==> src/rtl/pulse_rate_pkg.sv <==
// Shared defaults and helpers for the pulse rate meter.
// Both the top and the per-channel block import this package.
package pulse_rate_pkg;

    localparam int DEF_N_CH            = 2;
    localparam int DEF_CNT_W           = 8;
    localparam int DEF_WINDOW_CYCLES   = 50_000_000;
    localparam int DEF_DEBOUNCE_CYCLES = 4;

    // Width of the window counter that runs 0..cycles-1.
    function automatic int win_cnt_w(input int cycles);
        return (cycles < 2) ? 1 : $clog2(cycles);
    endfunction

endpackage

==> src/rtl/pulse_rate_meter_if.sv <==
// Per-channel link between the window timer (slave side) and one channel (master side).
// The link has no handshake. The top drives clear, and the channel answers with its count projected to this cycle.
interface pulse_rate_meter_if #(
    parameter int CNT_W = 8
);
    logic             clear;
    logic [CNT_W-1:0] count_next;
    logic             sat_next;

    modport master (input clear, output count_next, sat_next);
    modport slave  (output clear, input count_next, sat_next);
endinterface

==> src/rtl/pulse_rate_channel.sv <==
// One pulse channel: 2-flop synchronizer, run-length debouncer, rising-edge detect,
// and a saturating event counter with a sticky saturation flag.
module pulse_rate_channel
    import pulse_rate_pkg::*;
#(
    parameter int CNT_W           = DEF_CNT_W,
    parameter int DEBOUNCE_CYCLES = DEF_DEBOUNCE_CYCLES
) (
    input  logic              clk,
    input  logic              reset,
    input  logic              pulse_in,
    pulse_rate_meter_if.master bus
);
    localparam int               DB_W    = $clog2(DEBOUNCE_CYCLES + 1);
    localparam logic [DB_W-1:0]  DB_LAST = DB_W'(DEBOUNCE_CYCLES - 1);
    localparam logic [CNT_W-1:0] CNT_MAX = '1;

    logic             sync1_q, sync1_d;
    logic             sync2_q, sync2_d;
    logic             level_q, level_d;
    logic [DB_W-1:0]  db_cnt_q, db_cnt_d;
    logic [CNT_W-1:0] count_q, count_d, count_next;
    logic             sat_q, sat_d, sat_next;
    logic             rise;

    always_comb begin
        sync1_d  = pulse_in;
        sync2_d  = sync1_q;
        level_d  = level_q;
        db_cnt_d = '0;
        rise     = 1'b0;
        // A sample that matches the accepted level leaves db_cnt_d at zero, restarting the run.
        if (sync2_q != level_q) begin
            if (db_cnt_q == DB_LAST) begin
                level_d = sync2_q;
                rise    = sync2_q;
            end else begin
                db_cnt_d = db_cnt_q + 1'b1;
            end
        end

        count_next = count_q;
        sat_next   = sat_q;
        if (rise) begin
            if (count_q == CNT_MAX) sat_next   = 1'b1;
            else                    count_next = count_q + 1'b1;
        end
        count_d = bus.clear ? '0   : count_next;
        sat_d   = bus.clear ? 1'b0 : sat_next;
    end

    always_ff @(posedge clk or posedge reset) begin
        if (reset) begin
            sync1_q  <= 1'b0;
            sync2_q  <= 1'b0;
            level_q  <= 1'b0;
            db_cnt_q <= '0;
            count_q  <= '0;
            sat_q    <= 1'b0;
        end else begin
            sync1_q  <= sync1_d;
            sync2_q  <= sync2_d;
            level_q  <= level_d;
            db_cnt_q <= db_cnt_d;
            count_q  <= count_d;
            sat_q    <= sat_d;
        end
    end

    assign bus.count_next = count_next;
    assign bus.sat_next   = sat_next;

endmodule

==> src/rtl/pulse_rate_meter.sv <==
// Multi-channel pulse rate meter. It counts debounced rising edges per fixed window
// and publishes the counts with a saturation flag and threshold alarms.
module pulse_rate_meter
    import pulse_rate_pkg::*;
#(
    parameter int N_CH            = DEF_N_CH,
    parameter int CNT_W           = DEF_CNT_W,
    parameter int WINDOW_CYCLES   = DEF_WINDOW_CYCLES,
    parameter int DEBOUNCE_CYCLES = DEF_DEBOUNCE_CYCLES
) (
    input  logic                    clk,
    input  logic                    reset,
    input  logic                    enable,
    input  logic [N_CH-1:0]         pulse_in,
    input  logic [CNT_W-1:0]        hi_thresh,
    input  logic [CNT_W-1:0]        lo_thresh,
    output logic [N_CH*CNT_W-1:0]   rate,
    output logic                    rate_valid,
    output logic [N_CH-1:0]         rate_sat,
    output logic [N_CH-1:0]         hi_alarm,
    output logic [N_CH-1:0]         lo_alarm
);
    localparam int              WIN_W    = win_cnt_w(WINDOW_CYCLES);
    localparam logic [WIN_W-1:0] WIN_LAST = WIN_W'(WINDOW_CYCLES - 1);

    logic [WIN_W-1:0]      win_q, win_d;
    logic                  terminal;
    logic [N_CH*CNT_W-1:0] count_next_all;
    logic [N_CH-1:0]       sat_next_all;

    logic [N_CH*CNT_W-1:0] rate_q, rate_d;
    logic                  rate_valid_q, rate_valid_d;
    logic [N_CH-1:0]       rate_sat_q, rate_sat_d;
    logic [N_CH-1:0]       hi_alarm_q, hi_alarm_d;
    logic [N_CH-1:0]       lo_alarm_q, lo_alarm_d;

    assign terminal = enable && (win_q == WIN_LAST);

    pulse_rate_meter_if #(.CNT_W(CNT_W)) ch_if [N_CH] ();

    genvar gi;
    generate
        for (gi = 0; gi < N_CH; gi++) begin : g_ch
            // The projected count already holds a terminal-cycle edge, so the clear cannot lose or double it.
            assign ch_if[gi].clear                        = ~enable | terminal;
            assign count_next_all[gi*CNT_W +: CNT_W]      = ch_if[gi].count_next;
            assign sat_next_all[gi]                       = ch_if[gi].sat_next;

            pulse_rate_channel #(
                .CNT_W           (CNT_W),
                .DEBOUNCE_CYCLES (DEBOUNCE_CYCLES)
            ) u_ch (
                .clk      (clk),
                .reset    (reset),
                .pulse_in (pulse_in[gi]),
                .bus      (ch_if[gi].master)
            );
        end
    endgenerate

    // rate_valid is a one-cycle strobe without backpressure. rate, rate_sat and the alarms hold between strobes.
    always_comb begin
        win_d        = win_q;
        rate_d       = rate_q;
        rate_valid_d = 1'b0;
        rate_sat_d   = rate_sat_q;
        hi_alarm_d   = hi_alarm_q;
        lo_alarm_d   = lo_alarm_q;
        if (!enable) begin
            win_d = '0;
        end else if (terminal) begin
            win_d        = '0;
            rate_d       = count_next_all;
            rate_sat_d   = sat_next_all;
            rate_valid_d = 1'b1;
            for (int c = 0; c < N_CH; c++) begin
                hi_alarm_d[c] = count_next_all[c*CNT_W +: CNT_W] > hi_thresh;
                lo_alarm_d[c] = count_next_all[c*CNT_W +: CNT_W] < lo_thresh;
            end
        end else begin
            win_d = win_q + 1'b1;
        end
    end

    always_ff @(posedge clk or posedge reset) begin
        if (reset) begin
            win_q        <= '0;
            rate_q       <= '0;
            rate_valid_q <= 1'b0;
            rate_sat_q   <= '0;
            hi_alarm_q   <= '0;
            lo_alarm_q   <= '0;
        end else begin
            win_q        <= win_d;
            rate_q       <= rate_d;
            rate_valid_q <= rate_valid_d;
            rate_sat_q   <= rate_sat_d;
            hi_alarm_q   <= hi_alarm_d;
            lo_alarm_q   <= lo_alarm_d;
        end
    end

    assign rate       = rate_q;
    assign rate_valid = rate_valid_q;
    assign rate_sat   = rate_sat_q;
    assign hi_alarm   = hi_alarm_q;
    assign lo_alarm   = lo_alarm_q;

endmodule

==> config.mk <==
export PLATFORM = sky130hd
export DESIGN_NAME = pulse_rate_meter
export DESIGN_NICKNAME = d
export VERILOG_FILES = /design/src/rtl/pulse_rate_pkg.sv /design/src/rtl/pulse_rate_meter_if.sv /design/src/rtl/pulse_rate_channel.sv /design/src/rtl/pulse_rate_meter.sv
export SDC_FILE = /design/constraint.sdc
export NUM_CORES = 1
export LEC_CHECK = 0
export ABC_AREA = 1
export CORE_ASPECT_RATIO = 1.5
export CORE_MARGIN = 10
export CORE_UTILIZATION = 41
export CTS_CLUSTER_DIAMETER = 120
export CTS_CLUSTER_SIZE = 8
export DETAILED_ROUTE_END_ITERATION = 7
export GPL_ROUTABILITY_DRIVEN = 0
export MAX_ROUTING_LAYER = met4
export PLACE_DENSITY = 0.67
export SYNTH_ARGS = -nofsm -noshare
export SYNTH_HDL_FRONTEND = slang
export SYNTH_SLANG_ARGS = --single-unit
export TNS_END_PERCENT = 50
==> constraint.sdc <==
create_clock -name clk -period 4.3 [get_ports clk]
set_input_delay 0.645 -clock clk [delete_from_list [all_inputs] [get_ports clk]]
set_output_delay 0.645 -clock clk [all_outputs]
set_load 0.005 [all_outputs]
# After elaboration in Yosys (flattened, before gate mapping)
# Cells that the tools add are included.
# classes
add_sub_neg	5
magnitude_cmp	4
reduce_logical	4
n_eq_ne	7
muxes	24
n_bitwise	2
# op_table
op	count
$mux 26	2
$mux 8	6
$add 26x1->26 const B	1
$eq 26x26->1 const B	1
$add 8x1->8 const B	2
$eq 8x8->1 const B	2
$gt 8x8->1	2
$lt 8x8->1	2
$mux 1	12
$mux 3	4
$add 3x1->3 const B	2
$eq 3x2->1 const B	2
$reduce_and 2->1	3
$ne 1x1->1	2
$logic_and 1x1->1	1
$not 1->1	1
$or 1x1->1	1
# totals
word_cells	64
output_inout_bits	23
register_bits	79
input_bits	21

# Logic depth before layout (Yosys ltp)
# depth
depth_word	5
mapped_depth	17
ltp_nobuf	17

# Modules after synthesis
# A second synthesis with hierarchy kept.
# unflattened
cells_unflattened	692
area_unflattened_um2	5016.1
# modules_own_cells
module	seq_area_each_um2	area_per_inst_um2	cells_per_inst	n_inst
pulse_rate_meter	1226.2	3326.9	466	1
pulse_rate_channel	375.4	844.6	113	2

# Least setup slack after synthesis
# No wires, ideal clock.
# synth_timing
kind	register -> register
start	register g_ch[0].u_ch.count_q[0]
end	register hi_alarm_q[0], in the netlist hi_alarm[0]
arrival_time_ps	2290
setup_time_ps	74
path_slack_ps	1936
path_stages_with_launch	17
synth_period_minus_slack_ps	2364
path_cell_list	dfrtp_1 -> ha_1 -> nand2_1 -> nor2_1 -> nand2_1 -> nand2_1 -> inv_1 -> or2_2 -> o21ai_0 -> inv_1 -> ha_1 -> a21oi_1 -> o21ai_0 -> nand2_1 -> o211ai_1 -> o21ai_0 -> o21ai_2
# synth_via
elab_chain_cells	4
word_cells_on_any_way	5
classes_between	1 x add/sub; 1 x order compare; 1 x eq/ne; 2 x mux
# synth_lines
item	line	source
start, declared	pulse_rate_channel.sv:22	logic [CNT_W-1:0] count_q, count_d, count_next;
start signal, assigned	pulse_rate_channel.sv:65	count_q <= count_d;
$add 8x1->8 or $eq 8x8->1 (tied branches)	pulse_rate_channel.sv:46, pulse_rate_channel.sv:45	
$mux 8 (*)	pulse_rate_channel.sv:45	if (count_q == CNT_MAX) sat_next = 1'b1;
$mux 8 (*)	pulse_rate_channel.sv:44	if (rise) begin
named net ch_if[0].count_next[1]	pulse_rate_meter_if.sv:7	logic [CNT_W-1:0] count_next;
$gt 8x8->1 (*)	pulse_rate_meter.sv:77	hi_alarm_d[c] = count_next_all[c*CNT_W +: CNT_W] > hi_thresh;
end signal, assigned	pulse_rate_meter.sv:98	hi_alarm_q <= hi_alarm_d;
end, declared	pulse_rate_meter.sv:34	logic [N_CH-1:0] hi_alarm_q, hi_alarm_d;
# Mark *: on every way through the listed nets, which the timed path passes. The rest lies on a longest branch.
# A chain may end at the register's enable or synchronous reset.

# Worst setup path in the final report
# layout_timing
start	register g_ch[0].u_ch.db_cnt_q[0]
end	register hi_alarm_q[0], in the netlist hi_alarm[0]
# layout_via
elab_chain_cells	5
# layout_lines
item	line	source
start, declared	pulse_rate_channel.sv:21	logic [DB_W-1:0] db_cnt_q, db_cnt_d;
start signal, assigned	pulse_rate_channel.sv:64	db_cnt_q <= db_cnt_d;
$eq 3x2->1	pulse_rate_channel.sv:34	if (db_cnt_q == DB_LAST) begin
$mux 1	pulse_rate_channel.sv:34	
$mux 1	pulse_rate_channel.sv:33	if (sync2_q != level_q) begin
$mux 8	pulse_rate_channel.sv:44	
named net ch_if[0].count_next[1]	pulse_rate_meter_if.sv:7	
$gt 8x8->1	pulse_rate_meter.sv:77	
# The timed path passes the listed nets, and every way through them passes these cells.

==> results.toml <==
[sta]
hold_viol_final = 0
finalSetupTns_ns = 0
worst_pin_slew_ns = 0.885
rsz0062_at_grt = "false"
min_period_over_period_pct = 69.6
skew_ns = 0.0108
setup_slack_ns = 1.31
setup_viol = 0
hold_slack_ns = 0.345
final-max-slew-violation-count = 0
fmax_mhz = 334
fin_crit_ns = 2.99
max-slew-margin-rel_pct = 40.9

[clock_tree]
holdBufCountCts = 0
tritoncts = "done"
root_buffer = "clkbuf_16"
cts-resized-gates = 0
clkSlewWorstSetupHoldPaths_ns = 0.06
clock-sinks = 79
cts_buffer_depth = 2
postCtsSetupRepairBufs = 0
cts.htree.levels = 3
insertion_delay_ns = 0.33
cts_buffers = 9

[routing]
drc = 0
wire_per_inst_um = 14.3
ant_nets = 0
num_vias = 3748
viasPerCell = 4.92
drt-total-wl_mm = 10.9
first_pass_iters = 4
drtIter0Drc = 130

[grt]
grt_busiest_layer = "met2"
use_met3_pct = 2.38
grt_pass1_vias = 3800
gr-total-overflow = 0
grt_first_pass_wirelength_mm = 18.1
gr-usage-met2_pct = 26.3
antenna_found_initial = 0
grtUsageTotal_pct = 14.6
grt.met1_usage_pct = 14.8
grt_max_degree = 52

[power_and_ir_drop]
power_density_nw_per_um2 = 328
report.power.total_mw = 1.78
leakagePower_nw = 2.62
peakVddDrop_v = 0.000216

[floorplanning]
io_pins = 44
coreArea_um2 = 11000
die_height_um = 149
rows = 47
die-area_um2 = 15900
initial_core_util_pct = 41.6
die_w_um = 106

[logic_synthesis]
yosysMostFrequentCell = "nand2_1"
synth.ff_latch_count = 79
netlist_top_cells_count = "nand2_1 (115), inv_1 (85), dfrtp_1 (79), nor2_1 (79), ha_1 (35)"
synth.avg_cell_area_um2 = 8.14
synth-edff-count = 0
yosysSeqAreaShare_pct = 43.2
synth_cells = 562
synth_top_area_share_pct = 43.2
netlist_area_um2 = 4580
synthFlopType = "dfrtp_1"
synth_area_leaders = "dfrtp_1 (43%), ha_1 (9.6%), nand2_1 (9.4%), inv_1 (7.0%), nor2_1 (6.5%)"
synth_nets = 618
yosys.area.top_type = "dfrtp_1"
yosysWarningCount = 0
async_flop_share_pct = 100
yosysUniqueCellTypes = 33

[hold_path]
hp-class = "register to register"

[place]
portBuffers = 43
place_hpwl_mm = 8.54
pre_cts_ws_ns = 1.28

[finish]
fillerInstances = 1104
fin_nets = 666
drive_gt1_share_pct = 8.62
area_growth_pct = 18.6
utilization_pct = 49.4
antennaDiodeCount = 0

[worst_setup_path]
worstSetupPathType = "register to register"
start_kind = "register"
crit_fanout = 11
cp_top_family = "compound AO/OA/AOI/OAI gates"
worstPathArrival_ns = 3.25
max_stage_delay_ns = 0.51
crit_chain = "ha_1 > nand2_1 > nor2_1 > nand2_1 > o21ai_0 > inv_1 > ha_1 > a21oi_1 > o21ai_0 > nand2_1 > o211ai_1 > o21ai_0 > o21ai_2"
worst_path_max_delay_cell = "nor2_1"
cp-end-kind = "register"
cp_num_buf_inv = 1
required_ns = 4.56

[run]
maxCapViolCount = 0

[status]
status = "finished clean"
[cell families after synthesis]
logic type / share of synthesized area, %
and+or+nand+nor: 25.6
adders and majority gates: 9.57
buffers and inverters: 8.78
DFF: 43.2
AOI/OAI and AO/OA: 9.27
xor gates and xnor gates: 3.64
[flip-flops by register name (all words and copies together) (netlist names)]
register	flops
g_ch.u_ch.count_q	16
g_ch.u_ch.db_cnt_q	6
g_ch.u_ch.level_q	2
g_ch.u_ch.sat_q	2
g_ch.u_ch.sync1_q	2
g_ch.u_ch.sync2_q	2
hi_alarm	2
lo_alarm	2
rate	16
rate_sat	2
rate_valid	1
win_q	26
[metal layers]
layer / routed length, µm / vias up
met5: 0 / -
met4: 342 / 0
met3: 318 / 24
met2: 5920 / 73
met1: 4330 / 1762
li1: - / 1889
[stage by stage]
step                instance area [µm²]  instances
floorplan                          4580        562
global placement                   5130        746
detailed placement                 5130        746
CTS                                5430        762
global route                       5430        762
finish                             5430        762
[report_power, final]
part,internal (mW),total [mW],switching [mW]
Clock,0.453,0.767,0.314
Combinational,0.0840,0.217,0.133
Sequential,0.776,0.798,0.0215
Total,1.31,1.78,0.469
[worst paths after layout]
kind | from | end | slack [ns] | cells past startpoint
setup / recovery | g_ch[0].u_ch.db_cnt_q[0] | hi_alarm[0] | 1.31 | 13
hold / removal | g_ch[0].u_ch.sync1_q | g_ch[0].u_ch.sync2_q | 0.35 | 0
setup reg to reg | g_ch[0].u_ch.db_cnt_q[0] | hi_alarm[0] | 1.31 | 13
hold reg to reg | g_ch[0].u_ch.sync1_q | g_ch[0].u_ch.sync2_q | 0.35 | 0
max in group asynchronous | reset | rate[2] | 2.60 | 3
min in group asynchronous | reset | rate_sat[0] | 0.79 | 2
[placed cells by master, fill, tap and decap left out, types with 4 or more instances in the layout]
cell             instances
nand3_1                 26
nor4_1                   5
nor2_1                  79
clkdlybuf4s50_1         43
a21oi_1                 21
nand2_1                115
xnor2_1                  8
o21ai_0                 19
or2_2                    5
inv_1                   84
xor2_1                  11
dfrtp_1                 79
nor3_1                  19
ha_1                    35
nand4_1                  4
o21ai_2                 18
clkbuf_16                9
[area by class of cell]
class                      count  area [µm²]  area share, %
multi-input combinational    389        2200           40.5
sequential                    79        1980           36.4
timing repair buffer          45         445           8.20
inverter                      86         327           6.02
clock buffer                  10         229           4.22
tap                          147         184           3.39
clock inverter                 6        68.8           1.27
(Power assumes the default switching activity.)
